`src/rtl/sram_arb_pkg.sv`:
```
// sram_arb_pkg: shared state encoding, port ids and default geometry
// for the SRAM arbiter and its round-robin sub-block.
package sram_arb_pkg;

    typedef enum logic {
        ST_INIT = 1'b0,
        ST_RUN  = 1'b1
    } state_t;

    localparam logic PORT_A = 1'b0;
    localparam logic PORT_B = 1'b1;

    localparam int DEF_AW = 4;
    localparam int DEF_DW = 8;

    function automatic logic other_port(input logic p);
        return p == PORT_A ? PORT_B : PORT_A;
    endfunction

endpackage

```
`src/rtl/sram_arbiter_rr_arb2.sv`:
```
// rr_arb2: two-way round-robin grant; the port just served loses priority.
module rr_arb2
    import sram_arb_pkg::*;
(
    input  logic       clk,
    input  logic       rst_n,
    input  logic       en,
    input  logic [1:0] req,
    output logic [1:0] gnt
);

    logic prio;

    assign gnt[0] = en & req[0] & (~req[1] | (prio == PORT_A));
    assign gnt[1] = en & req[1] & (~req[0] | (prio == PORT_B));

    always_ff @(posedge clk or negedge rst_n) begin
        if (!rst_n)
            prio <= PORT_A;
        else if (|gnt)
            prio <= other_port(gnt[1] ? PORT_B : PORT_A);
    end

endmodule

```
`src/rtl/sram_arbiter.sv`:
```
// sram_arbiter: round-robin sharing of a single-port SRAM between ports A and B,
// clearing the array to zero after reset before any access is granted.
module sram_arbiter
    import sram_arb_pkg::*;
#(
    parameter int AW = DEF_AW,
    parameter int DW = DEF_DW
) (
    input  logic          CLK,
    input  logic          RST,
    input  logic          A_REQ,
    input  logic          A_WE,
    input  logic [AW-1:0] A_ADDR,
    input  logic [DW-1:0] A_WDATA,
    output logic          A_GNT,
    output logic          A_RVALID,
    output logic [DW-1:0] A_RDATA,
    input  logic          B_REQ,
    input  logic          B_WE,
    input  logic [AW-1:0] B_ADDR,
    input  logic [DW-1:0] B_WDATA,
    output logic          B_GNT,
    output logic          B_RVALID,
    output logic [DW-1:0] B_RDATA,
    output logic [AW-1:0] MEM_ADDR,
    output logic [DW-1:0] MEM_WDATA,
    output logic          MEM_WREN,
    input  logic [DW-1:0] MEM_RDATA,
    output logic          INIT_DONE
);

    state_t        state;
    logic [AW-1:0] cnt;
    logic [1:0]    gnt;
    logic          g_any, g_we;
    logic [AW-1:0] g_addr;
    logic [DW-1:0] g_wdata;
    logic          t1_v, t1_p, t2_v, t2_p;

    rr_arb2 u_arb (
        .clk   (CLK),
        .rst_n (RST),
        .en    (state == ST_RUN),
        .req   ({B_REQ, A_REQ}),
        .gnt   (gnt)
    );

    assign A_GNT = gnt[0];
    assign B_GNT = gnt[1];

    always_comb begin
        g_any   = |gnt;
        g_we    = gnt[1] ? B_WE    : A_WE;
        g_addr  = gnt[1] ? B_ADDR  : A_ADDR;
        g_wdata = gnt[1] ? B_WDATA : A_WDATA;
    end

    always_ff @(posedge CLK or negedge RST) begin
        if (!RST) begin
            state     <= ST_INIT;
            cnt       <= '0;
            MEM_WREN  <= 1'b0;
            MEM_ADDR  <= '0;
            MEM_WDATA <= '0;
            INIT_DONE <= 1'b0;
            A_RVALID  <= 1'b0;
            B_RVALID  <= 1'b0;
            A_RDATA   <= '0;
            B_RDATA   <= '0;
            t1_v      <= 1'b0;
            t1_p      <= PORT_A;
            t2_v      <= 1'b0;
            t2_p      <= PORT_A;
        end else begin
            // tag pipe: t1 = SRAM sampling cycle, t2 = data on MEM_RDATA
            t1_v     <= g_any & ~g_we;
            t1_p     <= gnt[1] ? PORT_B : PORT_A;
            t2_v     <= t1_v;
            t2_p     <= t1_p;
            A_RVALID <= t2_v & (t2_p == PORT_A);
            B_RVALID <= t2_v & (t2_p == PORT_B);
            if (t2_v && t2_p == PORT_A)
                A_RDATA <= MEM_RDATA;
            if (t2_v && t2_p == PORT_B)
                B_RDATA <= MEM_RDATA;
            if (state == ST_INIT) begin
                MEM_WREN  <= 1'b1;
                MEM_ADDR  <= cnt;
                MEM_WDATA <= '0;
                cnt       <= cnt + 1'b1;
                if (&cnt) begin
                    state     <= ST_RUN;
                    INIT_DONE <= 1'b1;
                end
            end else begin
                MEM_WREN <= g_any & g_we;
                if (g_any) begin
                    MEM_ADDR  <= g_addr;
                    MEM_WDATA <= g_wdata;
                end
            end
        end
    end

endmodule

```
`config.mk`:
```
export PLATFORM = sky130hd
export DESIGN_NAME = sram_arbiter
export DESIGN_NICKNAME = d
export VERILOG_FILES = /design/src/rtl/sram_arb_pkg.sv /design/src/rtl/sram_arbiter_rr_arb2.sv /design/src/rtl/sram_arbiter.sv
export SDC_FILE = /design/constraint.sdc
export NUM_CORES = 1
export LEC_CHECK = 0
export ABC_CLOCK_PERIOD_IN_PS = 2600
export CORE_ASPECT_RATIO = 0.75
export CORE_MARGIN = 4
export CORE_UTILIZATION = 35
export DETAILED_ROUTE_END_ITERATION = 8
export GPL_ROUTABILITY_DRIVEN = 1
export PLACE_DENSITY = 0.7
export RECOVER_POWER = 100
export SLEW_MARGIN = 20
export SYNTH_ARGS = -nofsm -noshare
export SYNTH_HDL_FRONTEND = slang
export SYNTH_HIERARCHICAL = 1
export SYNTH_SLANG_ARGS = --single-unit
```
`constraint.sdc`:
```
create_clock -name CLK -period 2.6 [get_ports CLK]
set_input_delay 0.26 -clock CLK [delete_from_list [all_inputs] [get_ports CLK]]
set_output_delay 0.26 -clock CLK [all_outputs]
set_load 0.005 [all_outputs]
```
==> impl_metrics.ini, run 1 <==
[global_routing]
grt_usage_pct = 14.1
grt-ovfl-total = 0
antenna_found_initial = 0
grt_pass1_vias = 1316
grt_first_pass_wirelength_um = 6980
grt_max_degree = 43

[drt]
wl_um = 4170
drc = 0
vias = 1268
first_pass_iters = 3
ant_nets = 0
drtIter0Drc = 31
wl_per_cell_um = 15.6
detail_route.vias_per_cell = 4.75

[setup_path]
crit_arrival_ns = 1.87
endpoint_kind = output pin
critPathMaxStageDelay_ns = 0.65
path_max_fanout = 18
crit_type = reg -> out
required_ns = 2.34
cpMaxStageDelayCell = dfrtp_1
crit_path_start_kind = flop
path_cells = nand2_1 > a21oi_1 > dlygate4sd3_1

[pwr]
p_leak_nw = 1.11
finalPower_w = 0.00165
p_per_area_nw_per_um2 = 637
max-vdd-ir-drop_v = 0.000221

[synth]
ys_dominant_reg_cell = dfrtp_1
synth_seq_area_share_pct = 59.5
synth_edf_count = 0
syn_area_um2 = 1770
async_reset_ff_share_pct = 100
ys_seq_elements = 42
yosysWarnings = 6
avgSynthCellArea_um2 = 13.3
ys_types = 24
netlist_instances = 133
syn-num-nets = 172

[finish]
area_delta_synth_final_pct = 46.7
nets = 247
num_antenna_cells = 0
layout-drive-gt1-share_pct = 13.0

[sta]
hold_violations = 0
slew_headroom_pct = 39.2
setup-violations-final = 0
rsz0062_at_grt = no
slew_viol_final = 0
finalSetupTns_ns = 0
max_slew.worst_pin.slew_ns = 0.911
fin_crit_ns = 2.13
fmaxAchievable_mhz = 469
period_share_pct = 81.9
fin_skew_ns = 0.00729

[cts]
worstSkewPairLatency_ns = 0.28
cts-root-buf = clkbuf_8
numCtsBuffers = 5
path_clk_slew_ns = 0.07
cts_hold_buf = 0
cts-htree-levels = 2
cts_setup_buffers = 0
tritoncts = built
clock_sinks = 42
cts_resized = 0
clk_path_buf_depth = 2

[worst_hold_path]
hp-class = in -> async

[placed_design]
gp_congestion = 0.787
port_buffers = 71
hpwl_um = 3240

[floorplanning]
die_w_um = 90.0
start_util_pct = 36.1
row_count = 22
die_area_um2 = 6260
core_um2 = 4900
num_io_pins = 72
die_y_um = 69.5

[flow_run]
maxCapViolCount = 0

[status]
status = completed
sequential cells by signal (all words and copies together) (netlist names):
signal,cells
MEM_WDATA,8
B_RVALID,1
t1_p,1
MEM_ADDR,4
state,1
t2_p,1
B_RDATA,8
u_arb/prio,1
t2_v,1
cnt,4
t1_v,1
MEM_WREN,1
A_RDATA,8
INIT_DONE,1
A_RVALID,1
report_power, final:
part           internal (W)  switching [W]  leakage [nW]  total (W)
Clock              0.000205       0.000197        0.0431   0.000401
Combinational      0.000284       0.000152         0.564   0.000436
Sequential         0.000766      0.0000496         0.498   0.000815
Total               0.00125       0.000398          1.11    0.00165
cell usage in the layout, fill, tap and decap left out, drive strengths merged:
cell	instances
buf	2
xnor2	3
or2b	1
inv	6
nor2b	8
a211oi	8
o211ai	5
nand4b	1
clkdlybuf4s50	36
nand3	5
dfrtp	42
mux2i	12
and3	1
o21bai	1
clkbuf	7
nand2	6
nand2b	7
mux2	17
o22ai	1
dlygate4sd3	34
ha	1
a21oi	3
routing by layer:
metal  track usage (%)  vias up  routed length (µm)
met5                 0        -                   0
met4              5.09        0                  45
met3              2.60        5                  54
met2              23.1       11                2190
met1              18.6      639                1880
li1                  -      613                   -
synthesized netlist by cell type, types with 2 or more instances:
cell       n  area, µm²
a211oi_1   8       60.1
nand2_1    6       22.5
mux2i_1   12        120
nand2b_1   7       43.8
inv_2      2       7.51
mux2_2    17        191
inv_1      4       15.0
buf_2      2       10.0
nor2b_1    8       50.1
a21oi_1    2       10.0
nand3_1    5       25.0
o211ai_1   5       37.5
dfrtp_1   42       1050
xnor2_1    3       26.3
kinds of logic (layout without fill, tap and decap cells):
logic type / after synthesis / after routing / share of synthesized area (%)
compound gates: 18 / 18 / 7.37
xor+xnor: 3 / 3 / 1.49
fa+ha+maj: 1 / 1 / 0.708
buf+inv: 11 / 85 / 4.04
flops: 42 / 42 / 59.5
mux: 29 / 29 / 17.6
simple gates: 29 / 29 / 9.28
final timing paths:
path                             from            to  slack, ns  cells past startpoint
worst max-delay path            state         A_GNT       0.47                      3
worst min-delay path              RST  MEM_WDATA[0]       0.11                      1
worst max register to register  state  MEM_WDATA[2]       0.50                      5
worst min register to register   t1_p          t2_p       0.35                      0
max in group asynchronous         RST    B_RDATA[2]       1.92                      1
min in group CLK                 t1_p          t2_p       0.35                      0
worst max-delay path: cells and delay by family, from the launching register on:
| kind | cells | cell delay, ns |
|---|---|---|
| AO/OA/AOI/OAI | 1 | 0.18 |
| buffers and inverters | 1 | 0.59 |
| AND/OR/NAND/NOR | 1 | 0.16 |
| flip-flops | 1 | 0.65 |
layout make-up:
class / count / area, µm²
clock buffers: 6 / 82.6
fillers: 436 / 2310
inverters: 6 / 22.5
multi-input cells: 80 / 644
flip-flops and latches: 42 / 1050
well taps: 60 / 75.1
repair buffers: 73 / 717
stage by stage:
stage	utilization [%]	instances	hold slack (ns)	setup WS (ns)	area [µm²]
2_1_floorplan	-	133	-0.0356	1.21	1770
3_3_place_gp	51.3	261	0.333	0.831	2510
3_5_place_dp	51.3	261	0.336	0.777	2510
4_1_cts	53.0	267	0.146	0.495	2600
5_1_grt	52.9	267	0.191	0.256	2590
6_report	52.9	267	0.109	0.470	2590
(Power assumes the default switching activity.)
==> inputs of run 2 (changes only) <==
- ABC_CLOCK_PERIOD_IN_PS: 2600 -> 1800
- PLACE_DENSITY: 0.7 -> 0.73
- clock period: 2.6 -> 1.8 ns (I/O delays scaled with it)
==> impl_metrics.ini, run 2 (synthesized netlist as in run 1, its figures left out) <==
[drt]
wl_um = 4010
vias = 1278
dr_wl_met2_um = 1680
first_pass_iters = 4
ant_nets = 0
drc = 0
met3_length_um = 264
routed.top_layer = met4
drtIter0Drc = 57
drt-met1-wl_um = 2030
detail_route.vias_per_cell = 4.68
wl_per_cell_um = 14.7

[global_routing]
grt_first_pass_wirelength_um = 6580
grt_max_degree = 23
grt_usage_pct = 13.2
grt-ovfl-total = 0
antenna_found_initial = 0
grt_pass1_vias = 1333

[sta]
setup-violations-final = 0
fin_crit_ns = 1.68
finalSetupTns_ns = 0
fin_skew_ns = 0.00569
period_share_pct = 93.3
fin_ws_ns = 0.121
max_slew.worst_pin.slew_ns = 1.17
rsz0062_at_grt = no
slew_headroom_pct = 21.7
hold_violations = 0
fmaxAchievable_mhz = 596
slew_viol_final = 0

[finish]
nets = 251
reg.largest.list = A_RDATA x8, B_RDATA x8, MEM_WDATA x8
area_delta_synth_final_pct = 49.6
layout-drive-gt1-share_pct = 14.1
layout_common_cells = dfrtp_1 (42), clkdlybuf4s50_1 (37), dlygate4sd3_1 (34)
num_antenna_cells = 0
post-route-util_pct = 53.9
post_layout_nonfiller_instances = 273
final_common_cell = dfrtp_1

[cts]
cts_setup_buffers = 0
clock_sinks = 42
cts-htree-levels = 2
cts-root-buf = clkbuf_8
cts_resized = 0
tritoncts = built
path_clk_slew_ns = 0.08
numCtsBuffers = 5
worstSkewPairLatency_ns = 0.29
clk_path_buf_depth = 2

[worst_hold_path]
min_path_cells = 0
min_to = t2_p
hp-class = reg -> reg
hp-start = t1_p

[pwr]
finalPower_w = 0.00243
max-vdd-ir-drop_v = 0.000329
p_per_area_nw_per_um2 = 921
p_leak_nw = 1.13

[floorplanning]
core_um2 = 4900
row_count = 22
start_util_pct = 36.1
die_y_um = 69.5
die_w_um = 90.0
num_io_pins = 72
die_area_um2 = 6260

[setup_path]
crit_type = reg -> out
endpoint_kind = output pin
path_max_fanout = 3
required_ns = 1.62
ff2ff_setup_slack_ns = 0.28
crit_path_start_kind = flop
reg2reg_to = MEM_WDATA[3]
reg2regPathDepth = 3
rr_startpoint = state
crit_arrival_ns = 1.50

[placed_design]
hpwl_um = 3070
port_buffers = 71
place_inst = 264
post-place-ws_ns = 0.117
gp_congestion = 0.716

[status]
status = completed

[flow_run]
maxCapViolCount = 0
## run 2: report_power, final
part           switching, W  leakage, nW  internal, W  total [W]
combinational      0.000218        0.583     0.000419   0.000637
clock              0.000311       0.0482     0.000310   0.000620
sequential        0.0000724        0.498      0.00111    0.00118
total              0.000601         1.13      0.00183    0.00243
## run 2: cell type report
class / instances / area (µm²)
fill: 428 / 2260
clock buffer: 7 / 86.3
sequential: 42 / 1050
inverter: 6 / 22.5
clock inverter: 1 / 5.00
multi-input combinational: 80 / 644
timing repair buffer: 77 / 758
tap: 60 / 75.1
## run 2: what timing repair did
item                                   4_1_cts  5_1_grt
hold buffers                                 1        0
endpoints found under the hold margin       20        0
setup endpoints to repair                    0        0
## run 2: critical path: stages, from the launching register on
cell and delay [ns]:
dfrtp_1 0.39, inv_1 0.07, a21oi_1 0.17, dlygate4sd3_1 0.59
## run 2: metal layers
metal	up-vias	track usage, %
li1	626	-
met1	598	18.5
met2	49	18.7
met3	5	4.99
met4	0	4.41
met5	-	0
## run 2: stage by stage
| step | hold slack (ns) | area [µm²] |
|---|---|---|
| 2_1_floorplan | -0.116 | 1770 |
| 4_1_cts | 0.347 | 2650 |
| 6_report | 0.344 | 2640 |
| 5_1_grt | 0.359 | 2640 |
| 3_3_place_gp | 0.170 | 2550 |
| 3_5_place_dp | 0.170 | 2550 |
## run 2: worst max path at each step
stage                           from           end  slack [ns]  depth (start not counted)
after floorplan                state   MEM_ADDR[2]        0.41                          6
after global placement         B_REQ         B_GNT        0.20                          4
after detailed placement       A_REQ  MEM_WDATA[7]        0.12                          6
after CTS                      state         A_GNT        0.09                          3
after global routing      u_arb/prio         B_GNT        0.04                          3
final                     u_arb/prio         B_GNT        0.12                          3
==> inputs of run 3 (changes only) <==
- CAP_MARGIN: unset -> 10
==> results of run 3 <==
Final layout, timing and power as in run 2 (identical DEF).
